## config.mk

```make
export PLATFORM = sky130hd
export DESIGN_NAME = inst_loader
export DESIGN_NICKNAME = d
export VERILOG_FILES = /design/src/rtl/cpu_pkg.sv /design/src/rtl/inst_loader.sv
export SDC_FILE = /design/constraint.sdc
export NUM_CORES = 1
export LEC_CHECK = 0
export ABC_AREA = 0
export CORE_MARGIN = 2
export CORE_UTILIZATION = 25
export CTS_CLUSTER_DIAMETER = 150
export DETAILED_ROUTE_END_ITERATION = 10
export GPL_TIMING_DRIVEN = 0
export PLACE_DENSITY = 0.53
export RECOVER_POWER = 100
export SYNTH_ARGS = -nofsm -noshare
export SYNTH_HDL_FRONTEND = slang
export SYNTH_SLANG_ARGS = --single-unit
```

## constraint.sdc

```tcl
create_clock -name clk -period 3.1 [get_ports clk]
set_clock_uncertainty 0.2 [all_clocks]
set_input_delay 0.62 -clock clk [delete_from_list [all_inputs] [get_ports clk]]
set_output_delay 0.62 -clock clk [all_outputs]
set_load 0.02 [all_outputs]
```

## src/rtl/cpu_pkg.sv

```systemverilog
// Shared CPU constants and the boot loader state encoding.
// Default instruction geometry matches the fetch/decode memory.
package cpu_pkg;

    localparam int INST_LEN_DEF = 17;
    localparam int INST_CAP_DEF = 5;

    typedef enum logic [2:0] {
        S_LOAD,
        S_FILL,
        S_HOLD,
        S_RUN,
        S_ERR,
        S_CSUM
    } loader_state_t;

endpackage

```

## src/rtl/inst_loader.sv

```systemverilog
// Boot-time loader: streams a program into inst_mem, zero-fills, releases CPU.
// Optional trailing XOR checksum beat: define INST_LOADER_CHECKSUM_EN.
module inst_loader
    import cpu_pkg::*;
#(
    parameter int INST_LEN    = INST_LEN_DEF,
    parameter int INST_CAP    = INST_CAP_DEF,
    parameter int IA_W        = (INST_CAP > 1) ? $clog2(INST_CAP) : 1,
    parameter int RELEASE_DLY = 2
) (
    input  logic                clk,
    input  logic                rstn,
    input  logic                in_valid,
    input  logic [INST_LEN-1:0] in_data,
    input  logic                in_last,
    output logic                in_ready,
    output logic                im_we,
    output logic [IA_W-1:0]     im_addr,
    output logic [INST_LEN-1:0] im_wdata,
    output logic                cpu_rstn,
    output logic                done,
    output logic                err
);

    localparam int CW = $clog2(INST_CAP + 1);
    localparam int DW = (RELEASE_DLY > 1) ? $clog2(RELEASE_DLY) : 1;

    loader_state_t state, nxt;
    logic [CW-1:0] cnt, cnt_d;
    logic [DW-1:0] dly, dly_d;
    logic          we_d;
    logic [IA_W-1:0]     addr_d;
    logic [INST_LEN-1:0] wdata_d;
    logic          hs;

`ifdef INST_LOADER_CHECKSUM_EN
    localparam loader_state_t AFTER_LAST = S_CSUM;
    logic [INST_LEN-1:0] xacc, xacc_d;
    assign in_ready = (state == S_LOAD) || (state == S_CSUM);
`else
    localparam loader_state_t AFTER_LAST = S_FILL;
    assign in_ready = (state == S_LOAD);
`endif

    assign hs = in_valid & in_ready;

    always_ff @(posedge clk or negedge rstn) begin
        if (!rstn) state <= S_LOAD;
        else       state <= nxt;
    end

    // The FILL exit cycle counts as the first release-delay cycle.
    always_comb begin
        nxt = state;
        unique case (state)
            S_LOAD: begin
                if (hs) begin
                    if (in_last)
                        nxt = AFTER_LAST;
                    else if (cnt == CW'(INST_CAP - 1))
                        nxt = S_ERR;
                end
            end
`ifdef INST_LOADER_CHECKSUM_EN
            S_CSUM: begin
                if (hs) nxt = (in_data == xacc) ? S_FILL : S_ERR;
            end
`endif
            S_FILL: begin
                if (cnt == CW'(INST_CAP))
                    nxt = (RELEASE_DLY == 1) ? S_RUN : S_HOLD;
            end
            S_HOLD: begin
                if (dly == DW'(RELEASE_DLY - 1)) nxt = S_RUN;
            end
            S_RUN:   nxt = S_RUN;
            S_ERR:   nxt = S_ERR;
            default: nxt = S_ERR;
        endcase
    end

    always_comb begin
        we_d    = 1'b0;
        addr_d  = im_addr;
        wdata_d = im_wdata;
        cnt_d   = cnt;
        dly_d   = dly;
`ifdef INST_LOADER_CHECKSUM_EN
        xacc_d  = xacc;
`endif
        unique case (state)
            S_LOAD: begin
                if (hs) begin
                    we_d    = 1'b1;
                    addr_d  = cnt[IA_W-1:0];
                    wdata_d = in_data;
                    cnt_d   = cnt + CW'(1);
`ifdef INST_LOADER_CHECKSUM_EN
                    xacc_d  = xacc ^ in_data;
`endif
                end
            end
            S_FILL: begin
                if (cnt < CW'(INST_CAP)) begin
                    we_d    = 1'b1;
                    addr_d  = cnt[IA_W-1:0];
                    wdata_d = '0;
                    cnt_d   = cnt + CW'(1);
                end else begin
                    dly_d   = DW'(1);
                end
            end
            S_HOLD:  dly_d = dly + DW'(1);
            default: ;
        endcase
    end

    always_ff @(posedge clk or negedge rstn) begin
        if (!rstn) begin
            cnt      <= '0;
            dly      <= '0;
            im_we    <= 1'b0;
            im_addr  <= '0;
            im_wdata <= '0;
            cpu_rstn <= 1'b0;
            done     <= 1'b0;
            err      <= 1'b0;
        end else begin
            cnt      <= cnt_d;
            dly      <= dly_d;
            im_we    <= we_d;
            im_addr  <= addr_d;
            im_wdata <= wdata_d;
            cpu_rstn <= (nxt == S_RUN);
            done     <= (nxt == S_RUN);
            err      <= (nxt == S_ERR);
        end
    end

`ifdef INST_LOADER_CHECKSUM_EN
    always_ff @(posedge clk or negedge rstn) begin
        if (!rstn) xacc <= '0;
        else       xacc <= xacc_d;
    end
`endif

endmodule

```

==> flow_summary.toml, run 1 <==
[pwr]
ir_drop_mv = 0.225
p_per_area_mw_per_mm2 = 453
power_leakage_nw = 0.887

[run_status]
violations = "capacitance limit, slew limit"
outcome = "finished, violations left"

[global_route]
antenna_found_initial = 0
grt_pass1_wl_um = 5420
grt_pass1_vias = 1169
grt_use_total = 0.115
gr-total-overflow = 0
grt_start_max_net_pins = 31

[cells_and_area]
regArea_um2 = 751
final_nets = 205
antenna-diode-count = 0
n_fill_cell = 536
drive_above_1_share = 0.0824
area_growth_pct = 45.3
multiInputGateArea_um2 = 482

[logic_synthesis]
synth_flop_cell = "dfrtp_1"
synth_commonest_cells = "nand2_1 (37), dfrtp_1 (30), o21ai_0 (18)"
syn_inst = 129
avgSynthCellArea_um2 = 10.3
yosys.area.top_type_share = 0.564
synth_enable_flop_cells = 0
syn_area_mm2 = 0.00133
ys_seq_area_frac = 0.564
synth_top_area_cell = "dfrtp_1"
synth_warnings = 0
synthTopCellsByArea = "dfrtp_1 (56%), nand2_1 (10%), o21ai_0 (6.8%)"
synthArstFlopShare = 1.00
yosysUniqueCellTypes = 28
ys_ff_latch = 30
synth_most_common_cell = "nand2_1"
syn_nets = 153

[timing]
tns_ns = 0
post-route-period-util = 0.871
tightest_slew_ns = 1.60
timing.hold.ws_ns = 0.311
maxSlewHeadroom = -0.0685
max_freq_mhz = 370
maxSlewViolCount = 31
period_minus_slack_ns = 2.70
rsz0062_at_grt = "false"
setup_viol = 0
finalHoldViolCount = 0

[setup_path]
regToRegSetupSlack_ns = 0.79
r2r-start = "state[2]"
worstPathRequired_ns = 3.07
endpoint_kind = "register"
worstSetupStartpointType = "primary input"
crit_fanout = 10
endpoint = "im_addr[1]"
path_class = "primary input to register"
crit_start = "in_valid"
reg2reg_to = "im_addr[1]"
r2r_cells = 4
cp.arrival_ns = 2.67

[route]
drt_iter0_markers = 38
dr_total_vias = 1096
drt_drc_violations_left = 0
totalWireLength_um = 3190
drt-pass1-iter-count = 4
routed_via_density = 4.35
ant_nets = 0
wl_per_cell_um = 12.7

[placement]
place.detailed.hpwl_um = 2360
portBuffers = 45
gp_congestion = 0.710

[die]
start_util = 0.260
rows = 26
fp.dieH_um = 76.9
top_level_ports = 46
core_mm2 = 0.00511
die_w_um = 76.9
die-area_mm2 = 0.00592

[clocking]
clock_sinks = 30
worstSkewPairLatency_ns = 0.28
clockBufferDepth = 2
holdBufCountCts = 0
cts.clk_slew.worst_paths_ns = 0.07
h-tree-depth = 2
cts_tree = "yes"
cts-root-buf = "clkbuf_8"
numCtsBuffers = 5
post_cts_resize_count = 0
cts_setup_buffers = 0

[flow_run]
max_cap_viol_count = 1

[hold_path]
hp-class = "register to register"
==> power by group <==
part / total, mW / switching, mW / internal (mW)
clock: 0.388 / 0.152 / 0.236
sequential: 0.411 / 0.00730 / 0.403
combinational: 0.0780 / 0.0369 / 0.0411
==> cells in the final DEF (no fill, tap or decap), drive strengths merged, types with 3 or more instances in the layout <==
cell           netlist  final
o21ai               19     19
nand2               37     37
inv                  4      4
dlygate4sd3          0     26
clkbuf               5     13
ha                   3      3
mux2                 4      4
clkdlybuf4s50        0     18
dfrtp               30     30
nor2                 4      4
==> critical path, stage by stage <==
cell and delay [ns]:
dlygate4sd3_1 0.60, nor4b_2 0.75, a31oi_1 0.33, mux2_2 0.36
==> final cells by class <==
cell class	instances	area share
clock buffer	5	0.0356
clock inverter	3	0.0207
sequential	30	0.388
tap	70	0.0453
buffer	9	0.0233
inverter	4	0.00777
multi-input combinational	86	0.249
timing repair buffer	45	0.230
==> state kept, by name (all words and copies together) (netlist names) <==
signal    flops
err           1
im_we         1
dly           1
state         3
done          1
im_addr       3
im_wdata     17
cnt           3
==> stage by stage <==
stage	utilization	instances	power (mW)	worst slack, ns	area [µm²]
floorplan	-	129	0.442	1.16	1330
global placement	0.366	244	0.502	0.556	1870
detailed placement	0.366	244	0.504	0.446	1870
CTS	0.387	252	0.897	0.467	1980
global route	0.378	252	0.918	0.199	1930
finish	0.378	252	0.877	0.400	1930
==> worst min path at each step <==
stage,cells past startpoint,startpoint,end,slack (ns)
3_5_place_dp,1,im_addr[0],im_addr[0],0.30
6_report,1,im_addr[0],im_addr[0],0.31
3_3_place_gp,1,im_addr[2],im_addr[2],0.29
5_1_grt,1,im_addr[0],im_addr[0],0.34
2_1_floorplan,0,rstn,cnt[0],0.12
4_1_cts,1,im_addr[0],im_addr[0],0.32
==> metal layers <==
metal  track usage  vias up  routed length (µm)
li1              -      533                   -
met2         0.195       33                1630
met5             0        -                   0
met3        0.0376        4                 145
met4        0.0327        0                  31
met1         0.139      526                1390
==> cells by family (layout without fill, tap and decap cells) <==
logic type / after synthesis / after routing / synth area share
xor gates and xnor gates: 2 / 2 / 0.0132
DFF: 30 / 30 / 0.564
and+or+nand+nor: 48 / 48 / 0.169
muxes: 4 / 4 / 0.0339
AOI/OAI and AO/OA: 29 / 29 / 0.132
buffers and inverters: 13 / 66 / 0.0593
adders and majority gates: 3 / 3 / 0.0282
Note: power is estimated with default switching activity, not from simulation.
==> run 2, diff against run 1 <==
- CELL_PAD_IN_SITES_DETAIL_PLACEMENT: unset -> 1
- CELL_PAD_IN_SITES_GLOBAL_PLACEMENT: unset -> 2
- CORE_UTILIZATION: 25 -> 28
- PLACE_DENSITY: 0.53 -> 0.86
==> run 2 against run 1 <==
The flow still finishes with violations (capacitance limit, slew limit). Clock-buffer cell count did not move. Combinational power up 1%. Sequential share of layout area increased by 0.20 points. First-iteration DRC count increased by 66%. Power down 0.21%. Highest routed layer unchanged. Routed wire length up 6.5%. Sequential power about the same. Global-route usage is 2.5 points higher. Die area down 10%. Worst setup slack improved by 0.043 ns.
==> flow_summary.toml, run 2 (synthesis gave the netlist of run 1 again) <==
[run_status]
outcome = "finished, violations left"
violations = "capacitance limit, slew limit"

[setup_path]
reg2reg_to = "im_wdata[7]"
worstPathRequired_ns = 2.28
endpoint_kind = "output port"
worstSetupStartpointType = "register"
r2r_cells = 5
regToRegSetupSlack_ns = 0.82
cp.arrival_ns = 1.84
path_class = "register to output port"
crit_fanout = 10
r2r-start = "state[2]"

[pwr]
power_mw = 0.875
p_sw_frac = 0.222
power_switching_mw = 0.194
power_leakage_nw = 0.889
clockPowerShare = 0.441
power_frac_comb = 0.090
p_per_area_mw_per_mm2 = 455
intPower_mw = 0.681
seqPwrFrac = 0.469
ir_drop_mv = 0.277

[timing]
rsz0062_at_grt = "false"
maxSlewViolCount = 31
setup_viol = 0
tns_ns = 0
timing.hold.ws_ns = 0.311
post-route-period-util = 0.857
tightest_slew_ns = 1.60
finalHoldViolCount = 0
maxSlewHeadroom = -0.0657
max_freq_mhz = 376
setup_ws_ns = 0.443
period_minus_slack_ns = 2.66

[clocking]
worstSkewPairLatency_ns = 0.28
holdBufCountCts = 0
cts-root-buf = "clkbuf_8"
cts_tree = "yes"
clockBufferDepth = 2
numCtsBuffers = 5
post_cts_resize_count = 0
cts_setup_buffers = 0
h-tree-depth = 2
clock_sinks = 30
cts.clk_slew.worst_paths_ns = 0.06

[cells_and_area]
final_util = 0.413
drive_above_1_share = 0.0934
final_common_cell = "nand2_1"
final_nets = 205
area_growth_pct = 44.6
top_register = "im_wdata"
final_area_mm2 = 0.00192
largest_register_ffs = 17
final_cell_mix = "nand2_1 (37), dfrtp_1 (30), dlygate4sd3_1 (26)"
antenna-diode-count = 0
final_cells = 236

[die]
core_mm2 = 0.00466
fp.dieH_um = 72.9
die_w_um = 72.9
top_level_ports = 46
die-area_mm2 = 0.00532
start_util = 0.285
rows = 25

[route]
totalWireLength_um = 3400
wl_per_cell_um = 14.4
ant_nets = 0
dr_total_vias = 1115
routed_via_density = 4.72
drt_drc_violations_left = 0
drt-pass1-iter-count = 4
drt_iter0_markers = 63

[global_route]
grt_pass1_vias = 1191
grt_use_total = 0.140
antenna_found_initial = 0
gr-total-overflow = 0
grt_pass1_wl_um = 5640
grt_start_max_net_pins = 31

[hold_path]
hold_end = "im_addr[2]"
hp-class = "register to register"
hold_depth = 1
min_from = "im_addr[2]"

[placement]
dp_cells = 228
place_area_mm2 = 0.00185
place.detailed.hpwl_um = 2590
dp_slack_ns = 0.443
portBuffers = 45
gp_congestion = 0.737

[flow_run]
max_cap_viol_count = 1
## run 2: routing by layer
layer	vias up	GRT usage	share of wire
met2	26	0.235	0.53
met1	554	0.176	0.43
met5	-	0	0
met3	4	0.0331	0.034
met4	0	0.0494	0.0082
li1	531	-	-
## run 2: power by group through the flow
| stage | combinational (mW) | sequential [mW] | clock [mW] |
|---|---|---|---|
| 2_1_floorplan | 0.0102 | 0.432 | 0 |
| 3_3_place_gp | 0.0835 | 0.418 | 0 |
| 3_5_place_dp | 0.0861 | 0.418 | 0 |
| 4_1_cts | 0.0864 | 0.411 | 0.395 |
| 5_1_grt | 0.0864 | 0.412 | 0.410 |
| 6_report | 0.0791 | 0.410 | 0.385 |
## run 2: worst max-delay path: stages, from the launching register on
cell and delay, ns:
dfrtp_1 0.41, clkbuf_1 0.24, nor3_1 0.22, dlygate4sd3_1 0.70
## run 2: how the worst max path moves through the flow
stage          startpoint           to  slack [ns]  cells after the start
2_1_floorplan    state[0]     in_ready        1.16                      2
3_3_place_gp     in_valid  im_wdata[2]        0.56                      5
3_5_place_dp     in_valid  im_wdata[7]        0.44                      5
4_1_cts          state[0]     in_ready        0.47                      3
5_1_grt          in_valid  im_wdata[2]        0.23                      5
6_report         state[0]     in_ready        0.44                      3
## run 2: area by class of cell
| class | count | area [µm²] |
|---|---|---|
| fillers | 533 | 2740 |
| flip-flops and latches | 30 | 751 |
| multi-input cells | 86 | 492 |
| repair buffers | 45 | 444 |
| clock buffers | 5 | 68.8 |
| well taps | 54 | 67.6 |
| plain buffers | 9 | 45.0 |
| clock inverters | 3 | 40.0 |
| inverters | 4 | 15.0 |
==> run 3, diff against run 2 <==
- CORE_MARGIN: 2 -> 3
- SLEW_MARGIN: unset -> 20
==> run 3 against run 2 <==
Utilization rose by 1.5 points. Power rose by 2.1%. First-iteration DRC count fell by 14%. Non-clock buffer count did not move. Register-to-register slack got worse by 0.10 ns. Cell count fell by 1.3%. The run still ends with capacitance limit, slew limit left. Cell area fell by 0.45%. Worst setup slack got worse by 0.046 ns. Maximum frequency fell by 1.7%. Clock-buffer cell count rose by 1. Highest routed layer unchanged. Critical endpoint is now cnt[1]. Via count rose by 0.45%. Die area rose by 5.6%.
==> flow_summary.toml, run 3 (synthesis gave the netlist of run 1 again) <==
[route]
wl_per_cell_um = 15.5
drt_drc_violations_left = 0
ant_nets = 0
drt_iter0_markers = 54
totalWireLength_um = 3620
drt-pass1-iter-count = 4
dr_total_vias = 1120
routed_via_density = 4.81

[setup_path]
cp.arrival_ns = 2.67
path_class = "primary input to register"
worstSetupStartpointType = "primary input"
crit_fanout = 10
endpoint_kind = "register"
worstPathRequired_ns = 3.07

[clocking]
clock_sinks = 30
clockBufferDepth = 2
h-tree-depth = 2
cts-root-buf = "clkbuf_8"
cts.clk_slew.worst_paths_ns = 0.07
post_cts_resize_count = 0
holdBufCountCts = 0
worstSkewPairLatency_ns = 0.28
numCtsBuffers = 5
cts_tree = "yes"
cts_setup_buffers = 0

[cells_and_area]
largest_register_ffs = 17
top_register = "im_wdata"
area_growth_pct = 43.9
drive_above_1_share = 0.0829
antenna-diode-count = 0
final_common_cell = "nand2_1"
final_nets = 205
final_cell_mix = "nand2_1 (37), dfrtp_1 (30), dlygate4sd3_1 (26)"
final_cells = 233

[flow_run]
max_cap_viol_count = 1

[placement]
portBuffers = 45
place.detailed.hpwl_um = 2610
dp_cells = 226
gp_congestion = 0.774

[timing]
maxSlewViolCount = 31
finalHoldViolCount = 0
post-route-period-util = 0.872
period_minus_slack_ns = 2.70
setup_viol = 0
tightest_slew_ns = 1.65
max_freq_mhz = 370
timing.hold.ws_ns = 0.314
maxSlewHeadroom = -0.102
rsz0062_at_grt = "false"
tns_ns = 0

[global_route]
gr-total-overflow = 0
busiest_layer = "met2"
grt_use_met3 = 0.0534
use_met1 = 0.162
use_met2 = 0.233
grt_pass1_wl_um = 5730
antenna_found_initial = 0
grt_start_max_net_pins = 31
grt_use_total = 0.139
grt_pass1_vias = 1157

[die]
fp.dieH_um = 74.9
start_util = 0.297
top_level_ports = 46
die-area_mm2 = 0.00561
die_w_um = 74.9
rows = 24
core_mm2 = 0.00447

[pwr]
ir_drop_mv = 0.294
power_leakage_nw = 0.886
power_mw = 0.893
p_per_area_mw_per_mm2 = 466

[hold_path]
hp-class = "register to register"

[run_status]
outcome = "finished, violations left"
violations = "capacitance limit, slew limit"
[run 3: worst max-delay path, stage by stage]
cell and delay, ns:
dlygate4sd3_1 0.57, nor4b_2 0.79, a31oi_1 0.33, mux2_2 0.37
[run 3: report_power, final]
part | internal (mW) | switching [mW]
registers | 0.403 | 0.00666
clock network | 0.257 | 0.147
logic | 0.0412 | 0.0377
total | 0.702 | 0.191
[run 3: final timing paths]
| kind | cells past startpoint | slack, ns | endpoint | startpoint |
|---|---|---|---|---|
| max | 4 | 0.40 | cnt[1] | in_valid |
| min | 1 | 0.31 | im_addr[2] | im_addr[2] |
| max reg2reg | 5 | 0.72 | err | state[2] |
| min reg2reg | 1 | 0.31 | im_addr[2] | im_addr[2] |
| max in group asynchronous | 1 | 1.18 | im_wdata[14] | rstn |
| min in group asynchronous | 1 | 0.55 | im_addr[2] | rstn |
[run 3: layout make-up]
class                           count  area, µm²
Buffer                              9       45.0
Fill cell                         500       2560
Tap cell                           52       65.1
Clock buffer                        6       82.6
Timing Repair Buffer               45        444
Multi-Input combinational cell     86        482
Clock inverter                      1       30.0
Sequential cell                    30        751
Inverter                            4       15.0
[run 3: routing by layer]
layer	share of wire	routed length [µm]
met5	0	0
met4	0.015	54
met3	0.064	230
met2	0.51	1850
met1	0.41	1480
[run 3: stage by stage]
step                worst slack [ns]  instance area [µm²]  utilization
finish                         0.398                 1910        0.428
global route                   0.236                 1910        0.428
CTS                            0.439                 1950        0.437
detailed placement             0.492                 1840        0.411
global placement               0.546                 1850        0.412
floorplan                       1.16                 1330            -
